[src/rtl/booth_seq_mult.sv]
// Sequential radix-2 Booth multiplier: one add/subtract-and-shift step per clock,
// signed or unsigned operands selected per operation, start/busy/done handshake.
module booth_seq_mult #(
  parameter int unsigned WIDTH = 8
) (
  input  logic                 clk,
  input  logic                 rst,
  input  logic                 start,
  input  logic                 is_signed,
  input  logic [WIDTH-1:0]     input_A,
  input  logic [WIDTH-1:0]     input_B,
  output logic                 busy,
  output logic                 done,
  output logic [2*WIDTH-1:0]   C
);

  localparam int unsigned CW = $clog2(WIDTH + 2);

  localparam logic [1:0] IDLE = 2'd0;
  localparam logic [1:0] BUSY = 2'd1;
  localparam logic [1:0] DONE = 2'd2;

  logic [1:0]         state_q, state_d;
  logic [WIDTH:0]     m_q, m_d;
  logic [WIDTH:0]     q_q, q_d;
  logic [WIDTH+1:0]   phi_q, phi_d;
  logic               qm1_q, qm1_d;
  logic [CW-1:0]      cnt_q, cnt_d;
  logic [2*WIDTH-1:0] c_q, c_d;
  logic               done_q, done_d;

  logic [WIDTH+1:0]   m_ext;
  logic [WIDTH+1:0]   sum;

  always_comb begin
    state_d = state_q;
    m_d     = m_q;
    q_d     = q_q;
    phi_d   = phi_q;
    qm1_d   = qm1_q;
    cnt_d   = cnt_q;
    c_d     = c_q;
    done_d  = 1'b0;

    m_ext = {m_q[WIDTH], m_q};
    unique case ({q_q[0], qm1_q})
      2'b01:   sum = phi_q + m_ext;
      2'b10:   sum = phi_q - m_ext;
      default: sum = phi_q;
    endcase

    unique case (state_q)
      IDLE: begin
        if (start) begin
          m_d     = {is_signed & input_A[WIDTH-1], input_A};
          q_d     = {is_signed & input_B[WIDTH-1], input_B};
          phi_d   = '0;
          qm1_d   = 1'b0;
          cnt_d   = CW'(WIDTH + 1);
          state_d = BUSY;
        end
      end
      BUSY: begin
        // Arithmetic right shift of {P_hi, Q, q_m1} applied to the post-add accumulator.
        phi_d = {sum[WIDTH+1], sum[WIDTH+1:1]};
        q_d   = {sum[0], q_q[WIDTH:1]};
        qm1_d = q_q[0];
        cnt_d = cnt_q - CW'(1);
        if (cnt_q == CW'(1)) state_d = DONE;
      end
      DONE: begin
        c_d     = {phi_q[WIDTH-2:0], q_q};
        done_d  = 1'b1;
        state_d = IDLE;
      end
      default: state_d = IDLE;
    endcase
  end

  always_ff @(posedge clk or posedge rst) begin
    if (rst) begin
      state_q <= IDLE;
      m_q     <= '0;
      q_q     <= '0;
      phi_q   <= '0;
      qm1_q   <= 1'b0;
      cnt_q   <= '0;
      c_q     <= '0;
      done_q  <= 1'b0;
    end else begin
      state_q <= state_d;
      m_q     <= m_d;
      q_q     <= q_d;
      phi_q   <= phi_d;
      qm1_q   <= qm1_d;
      cnt_q   <= cnt_d;
      c_q     <= c_d;
      done_q  <= done_d;
    end
  end

  // The done cycle is already IDLE (so a new start is accepted) but still reports busy.
  assign busy = (state_q != IDLE) | done_q;
  assign done = done_q;
  assign C    = c_q;

endmodule
[config.mk]
export PLATFORM = sky130hd
export DESIGN_NAME = booth_seq_mult
export DESIGN_NICKNAME = d
export VERILOG_FILES = /design/src/rtl/booth_seq_mult.sv
export SDC_FILE = /design/constraint.sdc
export NUM_CORES = 1
export LEC_CHECK = 0
export ABC_AREA = 1
export BUFFER_PORTS_ARGS = -buffer_cell sky130_fd_sc_hd__buf_2
export CORE_UTILIZATION = 55
export CTS_CLUSTER_SIZE = 40
export DETAILED_ROUTE_END_ITERATION = 12
export PLACE_DENSITY_LB_ADDON = 0.1
export SLEW_MARGIN = 10
export SYNTH_ARGS = -nofsm -noshare
export SYNTH_HDL_FRONTEND = slang
export SYNTH_SLANG_ARGS = --single-unit
[constraint.sdc]
create_clock -name clk -period 5.9 [get_ports clk]
set_input_delay 0.295 -clock clk [delete_from_list [all_inputs] [get_ports clk]]
set_output_delay 0.295 -clock clk [all_outputs]
set_load 0.05 [all_outputs]
# Word-level counts from Yosys, hierarchy flattened
# Index checks and enable logic that the tools add are counted.
[op_classes]
add_sub_neg = 3
eq_ne = 7
mux = 13
bitwise_logic = 3
n_reduce_logical = 6
[ops]
columns = ["op", "n"]
rows = [
  ["case mux 10 bit (2 select lines)", 2],
  ["case mux 9 bit (2 select lines)", 1],
  ["adder 10 bit", 1],
  ["2-to-1 mux 10 bit", 1],
  ["subtractor 10 bit", 1],
  ["2-to-1 mux 9 bit", 1],
  ["case mux 4 bit (2 select lines)", 1],
  ["AND reduction 2 bit", 3],
  ["== test 2 x 1 -> 1 bit (second input constant)", 2],
  ["== test 2 bit (second input constant)", 2],
  ["== test 4 x 1 -> 1 bit (second input constant)", 1],
  ["2-to-1 mux 2 bit", 2],
  ["2-to-1 mux 4 bit", 1],
  ["inequality test 2 bit (second input constant)", 2],
  ["case mux 2 bit (2 select lines)", 1],
  ["nonzero test 2 bit", 2],
  ["subtractor 4 x 1 -> 4 bit (second input constant)", 1],
  ["bitwise AND 1 bit", 2],
  ["zero test 2 bit", 1],
  ["2-to-1 mux 1 bit", 2],
  ["case mux 1 bit (2 select lines)", 1],
  ["OR 1 bit", 1],
]
[word_totals]
ff_bits = 52
inputBits = 20

# Depth between registers and ports, before layout
[logic_depth]
depth_word = 3
mapped_depth = 20
mapped_depth_nobuf = 20

# Worst setup path before layout
# OpenSTA, ideal clock, no wires.
[synth_path]
path_type = "register to register"
startpoint = "reg q_q[0]"
endpoint = "reg phi_q[8]"
setup_time_ps = 117
arrival_ps = 2101
setup_slack_ps = 3682
path_stages_with_launch = 17
synth_period_minus_slack_ps = 2218
cell_sequence = "dfrtp_1 -> ha_1 -> buf_2 -> inv_1 -> nand2_1 -> o21ai_0 -> xor2_1 -> inv_1 -> ha_1 -> nand2_1 -> inv_1 -> a21oi_1 -> nand2_1 -> nor2_1 -> nand3_1 -> nand3_1 -> nand2_1"
[synth_between]
elab_chain_len = 3
[synth_lines]
columns = ["item", "line", "source"]
rows = [
  ["start: declaration", "25", "logic [WIDTH:0] q_q, q_d;"],
  ["start signal: assignment", "93", "q_q <= q_d;"],
  ["== test 2 bit or == test 2 x 1 -> 1 bit (tied branches)", "46", "unique case ({q_q[0], qm1_q})"],
  ["case mux 10 bit (2 select lines) *", "46", ""],
  ["case mux 10 bit (2 select lines) *", "52", "unique case (state_q)"],
  ["end signal: assignment", "94", "phi_q <= phi_d;"],
  ["end: declaration", "26", "logic [WIDTH+1:0] phi_q, phi_d;"],
]
# Every way passes the cells marked *; elsewhere a longest branch is shown, timed or not.
# A chain may end at the register's enable or synchronous reset.

# Worst setup path after layout
[layout_path]
startpoint = "reg m_q[0]"
endpoint = "reg phi_q[8]"
[layout_between]
elab_chain_len = 3
[layout_lines]
columns = ["item", "line", "source"]
rows = [
  ["start: declaration", "24", "logic [WIDTH:0] m_q, m_d;"],
  ["start signal: assignment", "92", "m_q <= m_d;"],
  ["subtractor 10 bit or adder 10 bit (tied branches)", "48, 47", ""],
  ["case mux 10 bit (2 select lines) *", "46", ""],
  ["case mux 10 bit (2 select lines) *", "52", ""],
]
# Marks and branches as above.

==> run_results.csv <==
group,metric,value,unit
floorplanning,io_pins,38,
clocking,cts_made_buffers,5,
clocking,cts_tree,"done",
clocking,cts_resized,0,
status,outcome,"finished, final reports clean",
synthesis,synth.largest_area_cell,"dfrtp_1",
sta,rsz0062_at_grt,"false",
synthesis,synth_common_cells,"nand2_1 (75), inv_1 (53), dfrtp_1 (51)",
layout,fillers,446,
synthesis,syn-num-nets,368,
critical_path,cp-start-kind,"flip-flop",
clocking,ctsHoldBuffers,0,
floorplanning,core,4820,um^2
synthesis,ys.flop_type,"dfrtp_1",
placed_design,dpl.hpwl,4080,um
clocking,cts_setup_buffers,0,
critical_path,path_class,"reg -> reg",
synthesis,synth_edf_count,0,
sta,period_minus_slack,2.55,ns
sta,drv_slew,0,
layout,area_growth,11.1,%
sta,finalSetupTns,0,ns
clocking,cts_root_buf,"clkbuf_8",
global_route,grt_pass1_wl,9880,um
synthesis,syn_inst,334,
min_path,min_path_type,"in -> reg",
critical_path,r2r_slack,3.35,ns
placed_design,globalplace.congestion,0.872,
detailed_routing,routed_wl,5640,um
detailed_routing,wl_per_cell,12.9,um
clocking,cts_sinks,51,
global_route,grt_usage,0.239,
floorplanning,initial_core_util,0.579,
synthesis,synth_seq_cells,51,
critical_path,critPathCaptureType,"flip-flop",
sta,skew,0.00619,ns
layout,layout.nets,404,
sta,slew_headroom,0.303,
detailed_routing,route.detailed.drc,0,
layout,drive_gt1_frac,0.170,
synthesis,synthTopCellsByArea,"dfrtp_1 (46%), nand2_1 (10%), inv_1 (7.1%), o21ai_0 (6.1%), ha_1 (5.8%)",
global_route,antenna_found_initial,0,
clocking,insertion_delay,0.30,ns
clocking,htreeDepth,2,
critical_path,required,6.10,ns
sta,tightest_slew,1.04,ns
floorplanning,fp.dieW,73.2,um
synthesis,synth.most_common_cell,"nand2_1",
floorplanning,die_h,73.2,um
detailed_routing,detail-route-antenna-nets,0,
detailed_routing,num_vias,2264,
global_route,grt-ovfl-total,0,
detailed_routing,firstDrtPassIters,5,
layout,antenna_cells,0,
synthesis,ys_async_sr_fraction,1.00,
placed_design,numPortBuffers,37,
sta,setup_viol,0,
clocking,clkTransAtPathRegs,0.09,ns
sta,finalHoldViolations,0,
synthesis,synth.distinct_cells,33,
global_route,grt_pass1_vias,2242,
synthesis,synth.cell_area,2790,um^2
floorplanning,rows,25,
detailed_routing,routed_via_density,5.17,
global_route,grt_max_degree,52,
critical_path,arrival,2.75,ns
critical_path,path_max_fanout,6,
floorplanning,die_area,5360,um^2
synthesis,yosysWarnings,0,
detailed_routing,drt_iter0_markers,180,
synthesis,avgSynthCellArea,8.36,um^2
sta,period_share,0.433,
synthesis,ys_seq_area_frac,0.457,
job,cap_violations,0,
clocking,clk_path_buf_depth,2,
synthesis,synth_top_area_frac,0.457,
sta,fmax,392,MHz
[worst max-delay path, cell delays in order (launching register included)]
cell     delay (ns)
dfrtp_1        0.39
inv_1          0.12
ha_1           0.18
inv_1          0.06
nor2_1         0.08
nand2_1        0.07
nor2_1         0.13
a21oi_1        0.09
xor2_1         0.16
inv_1          0.07
ha_1           0.39
nand2_1        0.10
nor2_1         0.16
nand2_1        0.07
nor2_1         0.10
nor2_1         0.07
inv_1          0.05
nand2_1        0.05
nand3_1        0.06
nand2_1        0.05
[layout make-up]
cell class | instances | area, um^2 | area share
Sequential cell | 51 | 1280 | 0.412
Multi-Input combinational cell | 217 | 1240 | 0.400
Inverter | 58 | 225 | 0.0726
Timing Repair Buffer | 37 | 185 | 0.0597
Tap cell | 67 | 83.8 | 0.0270
Clock buffer | 6 | 72.6 | 0.0234
Clock inverter | 2 | 16.3 | 0.00525
[final timing paths]
kind | startpoint | end | depth (start not counted)
worst max-delay path | m_q[0]$_DFFE_PP0P_ | phi_q[8]$_DFFE_PP0P_ | 19
worst min-delay path | input_A[4] | m_q[4]$_DFFE_PP0P_ | 3
worst max register to register | m_q[0]$_DFFE_PP0P_ | phi_q[8]$_DFFE_PP0P_ | 19
worst min register to register | C[6]$_DFFE_PP0P_ | C[6]$_DFFE_PP0P_ | 2
max in group asynchronous | rst | phi_q[7]$_DFFE_PP0P_ | 2
min in group asynchronous | rst | q_q[1]$_DFFE_PP0P_ | 2
[layer usage]
layer	routed length (um)	part of all wire	track usage
met2	2620	0.46	0.418
met4	44	0.0078	0.0632
met5	0	0	0
met1	2750	0.49	0.311
met3	228	0.040	0.0318
[cells by family after synthesis]
family / Yosys count / share of synthesized area
buffers and inverters: 66 / 0.0982
adders and majority gates: 14 / 0.0654
AOI/OAI and AO/OA: 85 / 0.185
and+or+nand+nor: 110 / 0.169
xor gates and xnor gates: 8 / 0.0251
DFF: 51 / 0.457
[cell usage in the layout (no fill, tap or decap), types with 6 or more instances in the layout]
cell | netlist | final
a21oi_1 | 14 | 14
a22oi_1 | 8 | 8
buf_2 | 5 | 37
dfrtp_1 | 51 | 51
ha_1 | 13 | 13
inv_1 | 53 | 52
nand2_1 | 75 | 75
nand3_1 | 11 | 11
nor2_1 | 14 | 14
o21ai_0 | 34 | 34
o21ai_2 | 7 | 7
o22ai_1 | 7 | 7
xor2_1 | 6 | 6
[flip-flops by register name, summed over array words and instances (netlist names)]
register / flops
C: 16
cnt_q: 4
done: 1
m_q: 9
phi_q: 9
q_q: 9
qm1_q: 1
state_q: 2
[metrics by stage]
stage	hold WS [ns]	cells	instance area (um^2)	utilization	worst slack, ns
final	0.179	438	3100	0.644	3.35
after global routing	0.177	438	3100	0.644	3.06
after CTS	0.170	438	3100	0.644	3.34
after detailed placement	0.467	430	3010	0.625	3.37
after global placement	0.460	430	3010	0.625	3.42
after floorplan	0.405	334	2790	-	3.68
Power is left out: the tool's default activity adds up to more than one toggle a clock period on the data nets, which glitch-free logic cannot reach.
